--- src/rtl/cgra_edge_port_adapter.sv ---
`default_nettype none
// ============================================================================
//  Module      : cgra_edge_port_adapter
//  Description : Host-side endpoint for one CGRA mesh edge port.
//                TX splits a host word into a low/high routed flit pair.
//                RX reassembles ejected flit pairs into host words and
//                counts out-of-order (sequencing) errors.
//  Revision    : 1.0  initial release
// ============================================================================
module cgra_edge_port_adapter #(
    parameter int DATA_WIDTH    = 32,
    parameter int COORD_WIDTH   = 4,
    parameter int PAYLOAD_WIDTH = 16,
    parameter int ERR_WIDTH     = 8
) (
    input  logic                       clk,
    input  logic                       rst_n,
    // host TX side
    input  logic [2*PAYLOAD_WIDTH-1:0] host_tx_data,
    input  logic [COORD_WIDTH-1:0]     host_tx_dst_x,
    input  logic [COORD_WIDTH-1:0]     host_tx_dst_y,
    input  logic                       host_tx_valid,
    output logic                       host_tx_ready,
    // mesh injection side
    output logic [DATA_WIDTH-1:0]      noc_data_out,
    output logic                       noc_valid_out,
    input  logic                       noc_ready_in,
    // mesh ejection side
    input  logic [DATA_WIDTH-1:0]      noc_data_in,
    input  logic                       noc_valid_in,
    output logic                       noc_ready_out,
    // host RX side
    output logic [2*PAYLOAD_WIDTH-1:0] host_rx_data,
    output logic                       host_rx_valid,
    input  logic                       host_rx_ready,
    // status
    output logic [ERR_WIDTH-1:0]       rx_err_count
);

    localparam int WORD_WIDTH = 2 * PAYLOAD_WIDTH;
    // Flit bit that marks the high half of a word.
    localparam int HALF_BIT   = PAYLOAD_WIDTH;

    typedef enum logic [1:0] {
        TX_IDLE    = 2'd0,
        TX_SEND_LO = 2'd1,
        TX_SEND_HI = 2'd2
    } tx_state_t;

    typedef enum logic [1:0] {
        RX_WAIT_LO = 2'd0,
        RX_WAIT_HI = 2'd1,
        RX_FULL    = 2'd2
    } rx_state_t;

    // ------------------------------------------------------------------------
    // TX path
    // ------------------------------------------------------------------------
    tx_state_t             r_tx_state;
    logic [DATA_WIDTH-1:0] r_tx_flit;
    logic                  r_tx_valid;
    // High flit is built at accept time so host_tx_data may change freely
    // while the low flit is still waiting on the mesh.
    logic [DATA_WIDTH-1:0] r_tx_hi_flit;

    logic [DATA_WIDTH-1:0] w_lo_flit;
    logic [DATA_WIDTH-1:0] w_hi_flit;
    logic                  w_tx_accept;
    logic                  w_tx_xfer;

    // Build both flits of the word currently offered by the host.
    always_comb begin
        w_lo_flit                                              = '0;
        w_lo_flit[DATA_WIDTH-1 -: COORD_WIDTH]                 = host_tx_dst_x;
        w_lo_flit[DATA_WIDTH-COORD_WIDTH-1 -: COORD_WIDTH]     = host_tx_dst_y;
        w_lo_flit[HALF_BIT]                                    = 1'b0;
        w_lo_flit[PAYLOAD_WIDTH-1:0]                           = host_tx_data[PAYLOAD_WIDTH-1:0];
        w_hi_flit                                              = w_lo_flit;
        w_hi_flit[HALF_BIT]                                    = 1'b1;
        w_hi_flit[PAYLOAD_WIDTH-1:0]                           = host_tx_data[WORD_WIDTH-1:PAYLOAD_WIDTH];
    end

    // A new word may enter when idle, or in the same cycle the high flit
    // leaves, which gives the sustained two-cycles-per-word rate.
    assign host_tx_ready = (r_tx_state == TX_IDLE) |
                           ((r_tx_state == TX_SEND_HI) & noc_ready_in);
    assign w_tx_accept   = host_tx_valid & host_tx_ready;
    assign w_tx_xfer     = r_tx_valid & noc_ready_in;

    // TX sequencer: holds each flit stable until the mesh takes it.
    always_ff @(posedge clk or negedge rst_n) begin
        if (!rst_n) begin
            r_tx_state   <= TX_IDLE;
            r_tx_flit    <= '0;
            r_tx_hi_flit <= '0;
            r_tx_valid   <= 1'b0;
        end else begin
            case (r_tx_state)
                TX_IDLE: begin
                    if (w_tx_accept) begin
                        r_tx_flit    <= w_lo_flit;
                        r_tx_hi_flit <= w_hi_flit;
                        r_tx_valid   <= 1'b1;
                        r_tx_state   <= TX_SEND_LO;
                    end
                end
                TX_SEND_LO: begin
                    if (w_tx_xfer) begin
                        r_tx_flit  <= r_tx_hi_flit;
                        r_tx_state <= TX_SEND_HI;
                    end
                end
                TX_SEND_HI: begin
                    if (w_tx_xfer) begin
                        if (w_tx_accept) begin
                            r_tx_flit    <= w_lo_flit;
                            r_tx_hi_flit <= w_hi_flit;
                            r_tx_state   <= TX_SEND_LO;
                        end else begin
                            r_tx_flit  <= '0;
                            r_tx_valid <= 1'b0;
                            r_tx_state <= TX_IDLE;
                        end
                    end
                end
                default: begin
                    r_tx_flit  <= '0;
                    r_tx_valid <= 1'b0;
                    r_tx_state <= TX_IDLE;
                end
            endcase
        end
    end

    assign noc_data_out  = r_tx_flit;
    assign noc_valid_out = r_tx_valid;

    // ------------------------------------------------------------------------
    // RX path
    // ------------------------------------------------------------------------
    rx_state_t                r_rx_state;
    logic [PAYLOAD_WIDTH-1:0] r_rx_lo_buf;
    logic [WORD_WIDTH-1:0]    r_rx_word;
    logic                     r_rx_valid;
    logic [ERR_WIDTH-1:0]     r_err_count;

    logic                     w_rx_xfer;
    logic                     w_rx_is_hi;
    logic [PAYLOAD_WIDTH-1:0] w_rx_payload;
    logic                     w_rx_err;
    // Routing header of ejected flits carries no information for the host.
    logic                     w_unused_rx_hdr;

    assign noc_ready_out   = (r_rx_state != RX_FULL);
    assign w_rx_xfer       = noc_valid_in & noc_ready_out;
    assign w_rx_is_hi      = noc_data_in[HALF_BIT];
    assign w_rx_payload    = noc_data_in[PAYLOAD_WIDTH-1:0];
    assign w_unused_rx_hdr = ^noc_data_in[DATA_WIDTH-1:HALF_BIT+1];

    // A high flit with no preceding low, or a second low before the high,
    // is a sequencing error.
    assign w_rx_err = w_rx_xfer &
                      (((r_rx_state == RX_WAIT_LO) &  w_rx_is_hi) |
                       ((r_rx_state == RX_WAIT_HI) & ~w_rx_is_hi));

    // RX reassembly: low half is buffered, the word is published only once
    // the high half arrives, and held until the host takes it.
    always_ff @(posedge clk or negedge rst_n) begin
        if (!rst_n) begin
            r_rx_state  <= RX_WAIT_LO;
            r_rx_lo_buf <= '0;
            r_rx_word   <= '0;
            r_rx_valid  <= 1'b0;
        end else begin
            case (r_rx_state)
                RX_WAIT_LO: begin
                    if (w_rx_xfer && !w_rx_is_hi) begin
                        r_rx_lo_buf <= w_rx_payload;
                        r_rx_state  <= RX_WAIT_HI;
                    end
                end
                RX_WAIT_HI: begin
                    if (w_rx_xfer) begin
                        if (w_rx_is_hi) begin
                            r_rx_word  <= {w_rx_payload, r_rx_lo_buf};
                            r_rx_valid <= 1'b1;
                            r_rx_state <= RX_FULL;
                        end else begin
                            // Newest low half wins; the older one is lost.
                            r_rx_lo_buf <= w_rx_payload;
                        end
                    end
                end
                RX_FULL: begin
                    if (host_rx_ready) begin
                        r_rx_valid <= 1'b0;
                        r_rx_state <= RX_WAIT_LO;
                    end
                end
                default: begin
                    r_rx_valid <= 1'b0;
                    r_rx_state <= RX_WAIT_LO;
                end
            endcase
        end
    end

    // Saturating error counter, cleared only by reset.
    always_ff @(posedge clk or negedge rst_n) begin
        if (!rst_n) begin
            r_err_count <= '0;
        end else if (w_rx_err && (r_err_count != {ERR_WIDTH{1'b1}})) begin
            r_err_count <= r_err_count + ERR_WIDTH'(1);
        end
    end

    assign host_rx_data  = r_rx_word;
    assign host_rx_valid = r_rx_valid;
    assign rx_err_count  = r_err_count;

endmodule
`default_nettype wire

--- config.mk ---
export PLATFORM = sky130hd
export DESIGN_NAME = cgra_edge_port_adapter
export DESIGN_NICKNAME = d
export VERILOG_FILES = /design/src/rtl/cgra_edge_port_adapter.sv
export SDC_FILE = /design/constraint.sdc
export NUM_CORES = 1
export LEC_CHECK = 0
export BUFFER_PORTS_ARGS = -buffer_cell sky130_fd_sc_hd__buf_2
export CAP_MARGIN = 15
export CORE_ASPECT_RATIO = 0.75
export CORE_MARGIN = 2
export CORE_UTILIZATION = 50
export CTS_CLUSTER_SIZE = 8
export DETAILED_ROUTE_END_ITERATION = 6
export PLACE_DENSITY = 0.87
export SYNTH_ARGS = -nofsm -noshare
export SYNTH_HDL_FRONTEND = slang
export SYNTH_SLANG_ARGS = --single-unit
--- constraint.sdc ---
create_clock -name clk -period 2.4 [get_ports clk]
set_clock_uncertainty 0.15 [all_clocks]
set_input_delay 0.48 -clock clk [delete_from_list [all_inputs] [get_ports clk]]
set_output_delay 0.48 -clock clk [all_outputs]
set_load 0.1 [all_outputs]
==> reports/results.ini, run 1 <==
[sta]
rsz0062_at_grt = false
hold_viol = 0
worstMarginPinSlew_ps = 1120
fin_crit_sh_pct = 93.3
finalSetupViolCount = 0
maxSlewViolCount = 0
fmaxAchievable_mhz = 446
setup_tns_ps = 0
layout_min_cycle_time_ps = 2240
setup_slack_ps = 160
relSlewSlack_pct = 25.3
holdWs_ps = 42.5

[place]
post_dp_cell_area_sq_mm = 0.00541
gp_congestion = 0.836
dpl.hpwl_um = 6530
pre_cts_ws_ps = 15.5
io_buffers = 131

[global_route]
overflow = 0
grt_pass1_wl_um = 15200
grt_pass1_vias = 3183
antenna_found_initial = 0
grt_max_degree = 113
grt_use_total_pct = 19.3

[critical_path]
slowest_delay_ps = 720
slowest_stage = or3_2
startpoint_type = flop
cp.arrival_ps = 2360
endpoint_kind = flop
crit_type = flop to flop
cp_max_fo = 25
r2r_slack_ps = 160
r2r_start = r_tx_state[1]
crit_path_cell_trace = or3_2 -> o21ai_2 -> a221o_1
critical_path.startpoint = r_tx_state[1]
cp.required_ps = 2520

[finish]
mostFrequentLayoutCells = 130 x buf_2, 112 x dfrtp_1, 72 x mux2_2, 24 x and4_1, 24 x a221o_1
drive_gt1_share_pct = 51.1
final_common_cell = buf_2
final_area_sq_mm = 0.00570
final_nets = 530
fill_cells = 703
seqCellArea_sq_mm = 0.00280
multi_input_area_sq_mm = 0.00170
syn_to_final_growth_pct = 22.3
antenna_cells = 0

[drt]
wl_met2_um = 4810
top_layer = met4
wl_met3_um = 430
ant_nets = 0
via_count = 3162
drt_iter0_drc = 164
wire_per_inst_um = 16.2
drc = 0
vias_per_cell = 5.41
detail_route.first_pass.iterations = 5
wl_met1_um = 4130
routed_wl_um = 9470

[clocking]
tritoncts = yes
cts_buffer_depth = 2
cts_sinks = 112
clock_latency_ps = 340
path_clk_slew_ps = 70
cts-buffers-inserted = 9
htreeDepth = 3
clockRootBuffer = clkbuf_16
postCtsHoldBufs = 0

[logic_synthesis]
ys_seq_elements = 112
yosysWarnings = 0
ys_types = 39
seq_area_frac_synth_pct = 60.2
syn_area_sq_mm = 0.00466
syn_area_per_cell_sq_um = 14.4
netlist_instances = 323

[floorplanning]
die_w_um = 115
die_height_um = 87.6
pin_count = 154
core_region_area_sq_mm = 0.00905
core.rowCount = 30
initial_core_util_pct = 51.5
fp.dieArea_sq_mm = 0.0101

[flow_run]
drv_cap = 0

[outcome]
status = complete, no violations

[worst_hold_path]
hp-class = input pin to asynchronous set/reset pin

==> sequential cells by signal (all words and copies together), names as in the netlist <==
signal         cells
host_rx_data      32
host_rx_valid      1
noc_data_out      25
noc_valid_out      1
r_rx_lo_buf       16
r_rx_state         2
r_tx_hi_flit      25
r_tx_state         2
rx_err_count       8
==> metal layers <==
metal | vias to the layer above | GRT usage, %
met4 | 0 | 6.46
met2 | 84 | 32.1
met5 | - | 0
met1 | 1612 | 24.7
li1 | 1456 | -
met3 | 10 | 5.26
==> cells in the mapped netlist <==
| cell | instances | area share (%) |
|---|---|---|
| xnor2_1 | 4 | 0.75 |
| and4_1 | 24 | 4.5 |
| nor2b_1 | 2 | 0.27 |
| and3_1 | 2 | 0.27 |
| o2111ai_1 | 2 | 0.38 |
| a32o_1 | 1 | 0.21 |
| mux2_1 | 5 | 1.2 |
| conb_1 | 1 | 0.081 |
| a21oi_1 | 2 | 0.21 |
| a221o_1 | 24 | 5.2 |
| clkbuf_2 | 1 | 0.11 |
| nand2_1 | 7 | 0.56 |
| o21ai_2 | 1 | 0.19 |
| o22ai_1 | 1 | 0.13 |
| buf_6 | 4 | 0.97 |
| xor2_1 | 1 | 0.19 |
| a31oi_1 | 1 | 0.13 |
| nand4_1 | 3 | 0.40 |
| nand2b_1 | 6 | 0.81 |
| a21o_1 | 1 | 0.16 |
| nor2_1 | 2 | 0.16 |
| a22oi_1 | 1 | 0.16 |
| ha_1 | 1 | 0.27 |
| o21ai_0 | 3 | 0.32 |
| dfrtp_1 | 112 | 60 |
| clkbuf_1 | 6 | 0.48 |
| inv_1 | 4 | 0.32 |
| nand4b_1 | 1 | 0.19 |
| buf_4 | 7 | 1.1 |
| o211ai_1 | 1 | 0.16 |
| nor4b_1 | 2 | 0.38 |
| or3_1 | 1 | 0.13 |
| buf_2 | 10 | 1.1 |
| nor2_2 | 1 | 0.13 |
| a211oi_1 | 1 | 0.16 |
| and2_1 | 2 | 0.27 |
| mux2_2 | 72 | 17 |
| or2_2 | 1 | 0.13 |
| nand3_1 | 2 | 0.21 |
==> cells by family after synthesis <==
kind of cell / share of synthesized area (%)
other: 0.0805
AND/OR/NAND/NOR: 8.44
AO/OA/AOI/OAI: 7.39
XOR/XNOR: 0.940
adder cells (fa/ha/maj): 0.269
buffers and inverters: 4.08
flip-flops: 60.2
multiplexers: 18.6
==> metrics by stage <==
stage | util [%] | instances
6_report | 63.0 | 584
5_1_grt | 63.0 | 584
4_1_cts | 62.9 | 584
3_5_place_dp | 59.8 | 568
3_3_place_gp | 59.8 | 568
2_1_floorplan | - | 329
==> critical path: cells and delay by family (launching register included) <==
kind	cells	cell delay (ps)
AOI/OAI and AO/OA	2	810
DFF	1	490
and+or+nand+nor	1	720
==> final timing paths <==
path                                     to  cells after the start
setup / recovery            noc_data_out[6]                      3
hold / removal              noc_data_out[7]                      2
setup reg to reg            noc_data_out[6]                      3
hold reg to reg            r_tx_hi_flit[16]                      1
max in group asynchronous   host_rx_data[0]                      2
min in group clk           noc_data_out[15]                      2
==> area by class of cell <==
class                      instances  area share (%)
tap                              128            2.81
multi-input combinational        185            29.9
clock inverter                     5           0.549
timing repair buffer             139            12.8
clock buffer                      11            4.44
inverter                           4           0.264
sequential                       112            49.2
==> timing repair <==
action	CTS	global route
buffers inserted	0	0
gates resized for setup	0	1
setup endpoints to repair	0	25
Power of run 1 is not shown: default switching activity piles up to over one toggle a cycle in this logic, so the estimate is an artifact.
==> run 2: changes to the inputs <==
--- a/config.mk
+++ b/config.mk
@@ -13,6 +13,7 @@
 export CTS_CLUSTER_SIZE = 8
 export DETAILED_ROUTE_END_ITERATION = 6
 export PLACE_DENSITY = 0.87
+export RECOVER_POWER = 100
 export SYNTH_ARGS = -nofsm -noshare
 export SYNTH_HDL_FRONTEND = slang
 export SYNTH_SLANG_ARGS = --single-unit
==> reports/results.ini, run 2 (same netlist as run 1, synthesis figures left out) <==
[outcome]
status = complete, no violations

[place]
dpl.hpwl_um = 6530
io_buffers = 131
gp_congestion = 0.836
pre_cts_ws_ps = 15.5

[floorplanning]
core_region_area_sq_mm = 0.00905
pin_count = 154
die_w_um = 115
core.rowCount = 30
die_height_um = 87.6
fp.dieArea_sq_mm = 0.0101
initial_core_util_pct = 51.5

[drt]
wl_met3_um = 416
drc = 0
wl_met1_um = 4040
ant_nets = 0
routed_wl_um = 9420
top_layer = met4
wire_per_inst_um = 16.1
vias_per_cell = 5.43
wl_met2_um = 4840
via_count = 3173
detail_route.first_pass.iterations = 4
drt_iter0_drc = 161

[global_route]
overflow = 0
grt_use_total_pct = 19.3
grt_pass1_vias = 3183
antenna_found_initial = 0
grt_max_degree = 113
grt_pass1_wl_um = 15200

[sta]
layout_min_cycle_time_ps = 2200
fmaxAchievable_mhz = 454
finalSetupViolCount = 0
rsz0062_at_grt = false
setup_tns_ps = 0
worstMarginPinSlew_ps = 1490
fin_crit_sh_pct = 91.8
setup_slack_ps = 197
maxSlewViolCount = 0
relSlewSlack_pct = 0.978
hold_viol = 0

[finish]
mostFrequentLayoutCells = 112 x dfrtp_1, 72 x mux2_2, 71 x clkbuf_2, 61 x buf_2
drive_gt1_share_pct = 50.2
syn_to_final_growth_pct = 21.4
final_common_cell = dfrtp_1
antenna_cells = 0
largest_reg_flops = 32
final_nets = 530
fin_util_pct = 62.5

[critical_path]
ff2ff_path_depth = 3
endpoint_kind = flop
cp.arrival_ps = 2330
cp_max_fo = 25
crit_type = flop to flop
cp.required_ps = 2520
startpoint_type = flop

[clocking]
cts_buffer_depth = 2
tritoncts = yes
path_clk_slew_ps = 70
post_cts.repair.setup_buffers = 0
clock_latency_ps = 340
cts_sinks = 112
htreeDepth = 3
cts-buffers-inserted = 9
clockRootBuffer = clkbuf_16

[worst_hold_path]
hp-class = input pin to flop
hold_depth = 2

[flow_run]
drv_cap = 0

-- run 2: worst max-delay path: stages, from the launching register on --
cell and delay, ps:
dfrtp_1 470, or3_2 700, o21ai_2 510, a221o_1 290
-- run 2: routing by layer --
| metal | track usage (%) | vias to the layer above |
|---|---|---|
| met5 | 0 | - |
| met4 | 6.46 | 0 |
| met3 | 5.26 | 11 |
| met2 | 32.1 | 80 |
| met1 | 24.7 | 1626 |
| li1 | - | 1456 |
-- run 2: area by class of cell --
cell class              instances  area, sq um
clock buffers                  11          253
clock inverters                 5         31.3
fillers                       711         3390
inverters                       4         15.0
multi-input cells             185         1690
flip-flops and latches        112         2800
well taps                     128          160
repair buffers                139          702
-- run 2: worst paths after layout --
check | startpoint | to | slack, ps
max | r_tx_state[1] | noc_data_out[6] | 200
min | host_tx_data[15] | noc_data_out[15] | 210
max reg2reg | r_tx_state[1] | noc_data_out[6] | 200
min reg2reg | r_tx_hi_flit[16] | r_tx_hi_flit[16] | 330
max in group asynchronous | rst_n | noc_data_out[1] | 690
min in group asynchronous | rst_n | r_tx_hi_flit[7] | 460
-- run 2: timing repair --
item / CTS / global route
resized for setup: 0 / 1
endpoints found under the hold margin: 0 / 0
setup endpoints to repair: 0 / 25
hold buffers: 0 / 0
-- run 2: metrics by stage --
stage                     hold slack, ps  instances  area (sq um)
after floorplan                     34.4        329          4680
after global placement               301        568          5410
after detailed placement             310        568          5410
after CTS                           99.6        584          5690
after global routing                 206        584          5660
final                                215        584          5660
Power of run 2 is left out for the same reason.
==> run 3: changes to the inputs <==
--- a/config.mk
+++ b/config.mk
@@ -8,7 +8,6 @@
 export BUFFER_PORTS_ARGS = -buffer_cell sky130_fd_sc_hd__buf_2
 export CAP_MARGIN = 15
 export CORE_ASPECT_RATIO = 0.75
-export CORE_MARGIN = 2
 export CORE_UTILIZATION = 50
 export CTS_CLUSTER_SIZE = 8
 export DETAILED_ROUTE_END_ITERATION = 6
==> constraint.sdc (replaced) <==
create_clock -name clk -period 2.19 [get_ports clk]
set_clock_uncertainty 0.15 [all_clocks]
set_input_delay 0.438 -clock clk [delete_from_list [all_inputs] [get_ports clk]]
set_output_delay 0.438 -clock clk [all_outputs]
set_load 0.1 [all_outputs]
==> reports/results.ini, run 3 (same netlist as run 1, synthesis figures left out) <==
[drt]
wire_per_inst_um = 16.9
vias_per_cell = 5.40
drc = 0
wl_met3_um = 344
drt_iter0_drc = 173
detail_route.first_pass.iterations = 4
via_count = 3189
routed_wl_um = 9980
wl_met1_um = 4330
ant_nets = 0
top_layer = met4
wl_met2_um = 5220

[finish]
antenna_cells = 0
largest_reg_flops = 32
mostFrequentLayoutCells = 107 x dfrtp_1, 72 x mux2_2, 71 x clkbuf_2, 64 x buf_2
syn_to_final_growth_pct = 23.3
fill_cells = 687
final_cells = 591
final_nets = 537
drive_gt1_share_pct = 52.1
final_common_cell = dfrtp_1

[critical_path]
slowest_delay_ps = 440
crit_path_cell_trace = buf_4 -> a21oi_2 -> buf_2
r2r_slack_ps = 140
cp.required_ps = 1600
slowest_stage = buf_2
r2r_start = r_tx_state[0]
endpoint_kind = primary output
cp.arrival_ps = 1500
ff2ff_path_depth = 4
crit_type = flop to primary output
r2r-end = r_tx_hi_flit[10]
cp_max_fo = 5
startpoint_type = flop

[global_route]
grt_max_degree = 64
antenna_found_initial = 0
overflow = 0
grt_pass1_wl_um = 15900
grt_pass1_vias = 3258
grt_use_total_pct = 21.0

[sta]
relSlewSlack_pct = 27.0
worstMarginPinSlew_ps = 1100
fin_crit_sh_pct = 95.1
finalSetupViolCount = 0
rsz0062_at_grt = false
layout_min_cycle_time_ps = 2080
fmaxAchievable_mhz = 480
setup_slack_ps = 106
holdWs_ps = 172
hold_viol = 0
setup_tns_ps = 0
maxSlewViolCount = 0

[outcome]
status = complete, no violations

[clocking]
cts_sinks = 112
clockRootBuffer = clkbuf_16
cts_buffer_depth = 2
tritoncts = yes
path_clk_slew_ps = 70
post_cts.repair.setup_buffers = 0
clock_latency_ps = 340
ctsResizeCount = 0
postCtsHoldBufs = 1
htreeDepth = 3
cts-buffers-inserted = 9

[floorplanning]
fp.dieArea_sq_mm = 0.00971
die_height_um = 85.6
core_region_area_sq_mm = 0.00905
core.rowCount = 30
initial_core_util_pct = 51.5
die_w_um = 113
pin_count = 154

[worst_hold_path]
hold_depth = 2
worstHoldStart = host_tx_data[21]
hp-class = input pin to flop
min_to = r_tx_hi_flit[5]

[place]
pre_cts_ws_ps = 256
gp_congestion = 0.794
io_buffers = 131
dp_cells = 574
dpl.hpwl_um = 7040

[flow_run]
drv_cap = 0

==> run 3: changes by cell type in the layout (fill, tap and decap cells not counted), moves of 2 or more <==
cell / change
buf_2: +3
dfrtp_2: +5
clkbuf_8: -2
clkinv_2: -2
buf_4: +6
dfrtp_1: -5
==> run 3: how the worst max path moves through the flow <==
stage                               start               to  slack (ps)  cells past startpoint
after floorplan           rx_err_count[6]  rx_err_count[1]          30                      3
after global placement      host_tx_valid  noc_data_out[5]         310                      5
after detailed placement    host_tx_valid  noc_data_out[4]         260                      5
after CTS                   r_tx_state[1]    host_tx_ready         100                      3
after global routing        noc_valid_out  r_tx_hi_flit[7]          30                      4
final                       r_tx_state[1]    host_tx_ready         110                      3
==> run 3: layout make-up <==
class	instances	area [sq um]	share of cell area [%]
tap	128	160	2.79
inverter	4	15.0	0.262
multi-input combinational	185	1700	29.6
clock buffer	10	229	3.99
clock inverter	6	68.8	1.20
timing repair buffer	146	757	13.2
sequential	112	2810	48.9
==> run 3: per-stage QoR <==
step                      utilization, %  area, sq um
after global placement              61.0         5510
after global routing                63.5         5740
after floorplan                        -         4690
final                               63.5         5740
after detailed placement            61.0         5510
after CTS                           64.4         5820
==> run 3: critical path: cells and delay by family (launching register included) <==
family / cells / cell delay [ps]
buffers and inverters: 2 / 610
flip-flops: 1 / 410
AO/OA/AOI/OAI: 1 / 140
==> run 3: layer usage <==
metal | up-vias | track usage (%)
li1 | 1465 | -
met1 | 1640 | 26.5
met2 | 76 | 36.9
met3 | 8 | 4.73
met4 | 0 | 5.26
met5 | - | 0
Power of run 3 is left out for the same reason.
